<file path="config.mk">
export PLATFORM = sky130hd
export DESIGN_NAME = wb_stage
export DESIGN_NICKNAME = d
export VERILOG_FILES = /design/src/rtl/wb_stage.sv
export SDC_FILE = /design/constraint.sdc
export NUM_CORES = 1
export LEC_CHECK = 0
export ABC_CLOCK_PERIOD_IN_PS = 2500
export CAP_MARGIN = 20
export CORE_UTILIZATION = 36
export DETAILED_ROUTE_END_ITERATION = 6
export PLACE_DENSITY = 0.77
export SETUP_SLACK_MARGIN = 0.4
export SKIP_CTS_REPAIR_TIMING = 1
export SKIP_LAST_GASP = 1
export SLEW_MARGIN = 30
export SYNTH_ARGS = -nofsm -noshare
export SYNTH_HDL_FRONTEND = slang
export SYNTH_SLANG_ARGS = --single-unit
</file>
<file path="constraint.sdc">
create_clock -name clk -period 2.5 [get_ports clk]
set_input_delay 0.5 -clock clk [delete_from_list [all_inputs] [get_ports clk]]
set_output_delay 0.5 -clock clk [all_outputs]
set_load 0.02 [all_outputs]
</file>
<file path="src/rtl/wb_stage.sv">
// Write-back stage: MEM/WB register, source select with load extension, and a
// one-entry late-write buffer arbitrated onto the GRF port. Optional counter: WB_RETIRE_CNT_EN.
module wb_stage #(
  parameter int DW       = 32,
  parameter int NSRC     = 6,
  parameter int SELW     = 3,
  parameter int RAW      = 5,
  parameter int LOAD_SRC = 1
) (
  input  logic               clk,
  input  logic               reset,
  input  logic               stall_wb,
  input  logic               flush_wb,
  input  logic               valid_m,
  input  logic [NSRC*DW-1:0] src_m,
  input  logic [SELW-1:0]    sel_m,
  input  logic               regwrite_m,
  input  logic [RAW-1:0]     wa_m,
  input  logic [2:0]         ldtype_m,
  input  logic [1:0]         addr_lo_m,
  input  logic [DW-1:0]      pc_m,
  input  logic               late_valid,
  input  logic [RAW-1:0]     late_wa,
  input  logic [DW-1:0]      late_wd,
  output logic               late_ready,
  output logic               rf_we,
  output logic [RAW-1:0]     rf_wa,
  output logic [DW-1:0]      rf_wd,
  output logic [DW-1:0]      pc_wb
`ifdef WB_RETIRE_CNT_EN
  ,
  output logic [31:0]        retire_cnt
`endif
);

  logic           wb_valid;
  logic           wb_regwrite;
  logic           wb_done;
  logic [RAW-1:0] wb_wa;
  logic [DW-1:0]  wb_data;
  logic [DW-1:0]  wb_pc;

  logic           late_full;
  logic [RAW-1:0] late_buf_wa;
  logic [DW-1:0]  late_buf_wd;

  logic [DW-1:0]  sel_data;
  logic [DW-1:0]  ext_data;
  logic [7:0]     byte_m;
  logic [15:0]    half_m;
  logic           pipe_wr;
  logic           late_drain;

  always_comb begin
    sel_data = '0;
    for (int i = 0; i < NSRC; i++) begin
      if (sel_m == SELW'(i)) sel_data = src_m[i*DW +: DW];
    end
  end

  always_comb begin
    byte_m = sel_data[7:0];
    case (addr_lo_m)
      2'd1:    byte_m = sel_data[15:8];
      2'd2:    byte_m = sel_data[23:16];
      2'd3:    byte_m = sel_data[31:24];
      default: byte_m = sel_data[7:0];
    endcase
    half_m = addr_lo_m[1] ? sel_data[31:16] : sel_data[15:0];
    ext_data = sel_data;
    if (sel_m == SELW'(LOAD_SRC)) begin
      case (ldtype_m)
        3'd1:    ext_data = {{(DW-8){byte_m[7]}}, byte_m};
        3'd2:    ext_data = {{(DW-8){1'b0}}, byte_m};
        3'd3:    ext_data = {{(DW-16){half_m[15]}}, half_m};
        3'd4:    ext_data = {{(DW-16){1'b0}}, half_m};
        default: ext_data = sel_data;
      endcase
    end
  end

  // done marks an instruction that already had its WB cycle, so a stall
  // never writes or retires it twice.
  always_ff @(posedge clk) begin
    if (reset || flush_wb) begin
      wb_valid    <= 1'b0;
      wb_regwrite <= 1'b0;
      wb_done     <= 1'b0;
      wb_wa       <= '0;
      wb_data     <= '0;
      wb_pc       <= '0;
    end else if (stall_wb) begin
      wb_done     <= 1'b1;
    end else begin
      wb_valid    <= valid_m;
      wb_regwrite <= regwrite_m;
      wb_done     <= 1'b0;
      wb_wa       <= wa_m;
      wb_data     <= ext_data;
      wb_pc       <= pc_m;
    end
  end

  assign pipe_wr    = wb_valid & wb_regwrite & (wb_wa != '0) & ~wb_done;
  assign late_drain = ~pipe_wr & late_full;

  // Late port handshake: an entry transfers on an edge where late_valid and
  // late_ready are both high; late_ready depends only on buffer state.
  assign late_ready = ~late_full;

  always_ff @(posedge clk) begin
    if (reset) begin
      late_full   <= 1'b0;
      late_buf_wa <= '0;
      late_buf_wd <= '0;
    end else if (late_drain) begin
      late_full   <= 1'b0;
    end else if (late_valid && !late_full) begin
      late_full   <= 1'b1;
      late_buf_wa <= late_wa;
      late_buf_wd <= late_wd;
    end
  end

  assign rf_we = pipe_wr | (late_drain & (late_buf_wa != '0));
  assign rf_wa = pipe_wr ? wb_wa   : (rf_we ? late_buf_wa : '0);
  assign rf_wd = pipe_wr ? wb_data : (rf_we ? late_buf_wd : '0);
  assign pc_wb = wb_pc;

`ifdef WB_RETIRE_CNT_EN
  always_ff @(posedge clk) begin
    if (reset) begin
      retire_cnt <= '0;
    end else if (wb_valid && !wb_done) begin
      retire_cnt <= retire_cnt + 32'd1;
    end
  end
`endif

endmodule
</file>
==> flow_metrics.env <==
export IMPL_maxSlewViolCount=0
export IMPL_grt_max_degree=40
export IMPL_cp_slowest_cell="or4_4"
export IMPL_required_ns=2.00
export IMPL_hpwl_um=22100
export IMPL_route_detailed_drc=0
export IMPL_reg2reg_slack_ns=0.83
export IMPL_multi_input_area_um2=4550
export IMPL_yosys_warnings=0
export IMPL_async_reset_ff_frac=0
export IMPL_grt_pass1_vias=7365
export IMPL_path_max_fanout=8
export IMPL_fin_cells=1483
export IMPL_dp_cells=1442
export IMPL_gp_congestion=0.926
export IMPL_arrival_ns=2.21
export IMPL_synth_largest_area_cell="dfxtp_1"
export IMPL_clock_latency_ns=0.35
export IMPL_wirelength_um=28800
export IMPL_coreArea_um2=18000
export IMPL_synth_fp_nets=1098
export IMPL_synth_area_top_cells="dfxtp_1, mux2i_1, nand2_1, a21oi_1, nor2_1"
export IMPL_netlist_instances=817
export IMPL_start_kind="flip-flop"
export IMPL_row_count=49
export IMPL_crit_path_max_incr_delay_ns=0.54
export IMPL_die_area_um2=19000
export IMPL_irDropWorstVdd_uv=329
export IMPL_slew_limit_headroom=0.580
export IMPL_period_minus_slack_ns=2.71
export IMPL_n_fill_cell=1450
export IMPL_cts_root_buf="clkbuf_16"
export IMPL_overflow=0
export IMPL_hold_path_class="reg2reg"
export IMPL_whs_ns=0.460
export IMPL_dpl_instance_area_um2=11400
export IMPL_setup_ws_ns=-0.215
export IMPL_clock_sinks=110
export IMPL_synth_cell_type_count=60
export IMPL_rr_worst_depth=5
export IMPL_cp_end_kind="primary output"
export IMPL_grt_pass1_wl_um=40100
export IMPL_synth_most_common_cell="nand2_1"
export IMPL_synth_edff_count=0
export IMPL_drive_above_1_share=0.242
export IMPL_hold_end="late_buf_wd[24]"
export IMPL_io_pins=352
export IMPL_dieHeight_um=138
export IMPL_p_leak_nw=5.30
export IMPL_grtUsageTotal=0.281
export IMPL_worst_pin_slew_ns=0.623
export IMPL_p_total_mw=5.03
export IMPL_hold_depth=2
export IMPL_io_buffers=351
export IMPL_maxCapViolCount=0
export IMPL_max_freq_ghz=0.368
export IMPL_rsz0062_at_grt="yes"
export IMPL_finalInstanceArea_um2=12300
export IMPL_vias=7992
export IMPL_crit_reg2reg_launch="wb_wa[0]"
export IMPL_violations="setup timing"
export IMPL_synth_top_area_frac=0.332
export IMPL_powerDensity_nw_per_um2=408
export IMPL_diodes=0
export IMPL_viasPerCell=5.39
export IMPL_min_from="late_buf_wd[24]"
export IMPL_dp_slack_ns=-0.289
export IMPL_period_share=1.09
export IMPL_report_final_setup_viol=37
export IMPL_fin_skew_ns=0.0114
export IMPL_drtIter0Drc=473
export IMPL_status="finished with violations"
export IMPL_wire_per_inst_um=19.4
export IMPL_drtAntennaViolNets=0
export IMPL_regArea_um2=2200
export IMPL_ctsHtreeMaxLevel=3
export IMPL_r2r_end="late_full"
export IMPL_clk_path_buf_depth=2
export IMPL_yosys_top_cells_count="nand2_1, dfxtp_1, mux2i_1, nor2_1, a21oi_1"
export IMPL_synth_seq_cells=110
export IMPL_syn_area_um2=6630
export IMPL_syn_area_per_cell_um2=8.12
export IMPL_cts_inserted_buffers=9
export IMPL_area_growth_pct=85.7
export IMPL_initial_core_util=0.368
export IMPL_ys_seq_area_frac=0.332
export IMPL_dr_pass1_iters=5
export IMPL_layout_nets=1530
export IMPL_synthFlopType="dfxtp_1"
export IMPL_critPathMostFrequentCell="buf_6"
export IMPL_clk_pin_slew_worst_paths_ns=0.08
export IMPL_die_width_um=138
export IMPL_final_util=0.684
export IMPL_hold_violations=0
export IMPL_fin_tns_setup_ns=-6.04
export IMPL_antenna_found_initial=0
export IMPL_cp_cell_sequence="or4_4 -> o21a_4 -> nor3_4 -> buf_6 -> buf_12 -> a22o_1 -> buf_6"
export IMPL_cts_tree="built"
export IMPL_criticalPathCategory="reg2out"
power by group:
group	total, mW	switching [mW]	internal, mW
combinational	1.55	0.674	0.878
clock	1.59	0.696	0.899
sequential	1.88	0.0539	1.83
worst max-delay path, delay by kind of cell, from the launching register on:
kind | cells | cell delay (ns)
simple gates | 2 | 0.75
buf+inv | 3 | 0.42
compound gates | 2 | 0.37
flops | 1 | 0.32
worst max-delay path by stage:
stage | startpoint | end | slack, ns | cells after the start
floorplan | sel_m[1] | wb_data[22] | 0.25 | 9
global placement | wb_wa[3] | rf_wd[23] | -0.22 | 7
detailed placement | sel_m[2] | wb_data[17] | -0.29 | 10
CTS | wb_wa[3] | rf_wd[1] | -0.66 | 6
global route | wb_wa[0] | rf_wd[0] | -0.26 | 7
finish | wb_wa[0] | rf_wd[1] | -0.21 | 7
kinds of logic after synthesis:
| logic type | Yosys count | synth area share |
|---|---|---|
| AND/OR/NAND/NOR | 253 | 0.158 |
| AO/OA/AOI/OAI | 246 | 0.253 |
| multiplexers | 118 | 0.194 |
| flip-flops | 110 | 0.332 |
| buffers and inverters | 88 | 0.0602 |
| XOR/XNOR | 1 | 0.00132 |
| adder cells (fa/ha/maj) | 1 | 0.00151 |
layer usage:
layer  global-route usage  up-vias  routed length, µm
met1                0.368     3799              12400
li1                     -     3805                  -
met5                    0        -                  0
met4               0.0900        0                885
met3               0.0482       54               1810
met2                0.465      334              13700
cells in the final DEF, fill, tap and decap left out, types with 5 or more instances in the layout:
cell type,n
clkbuf_16,13
a221oi_2,13
o21ai_2,19
buf_6,46
dfxtp_1,109
o22ai_1,14
nor3_1,8
mux2_2,6
buf_12,10
nor2_1,87
nand2_1,124
o21ai_4,6
clkdlybuf4s50_1,281
o221ai_1,6
mux4_2,8
a21oi_1,73
o21ai_0,43
a22o_4,15
nand2_4,5
inv_1,23
buf_4,111
a32oi_1,10
mux2i_1,97
dlymetal6s2s_1,28
cell type report:
cell class | instances | area share
Timing Repair Buffer | 484 | 0.393
Multi-Input combinational cell | 619 | 0.370
Sequential cell | 110 | 0.179
Tap cell | 229 | 0.0233
Clock buffer | 10 | 0.0186
Clock inverter | 6 | 0.00843
Inverter | 25 | 0.00792
registers in the layout (all words and copies together), names as in the netlist:
register,count
late_buf_wd,32
pc_wb,32
wb_data,32
late_buf_wa,5
wb_wa,5
late_full,1
wb_done,1
wb_regwrite,1
wb_valid,1
(Power assumes the default switching activity.)
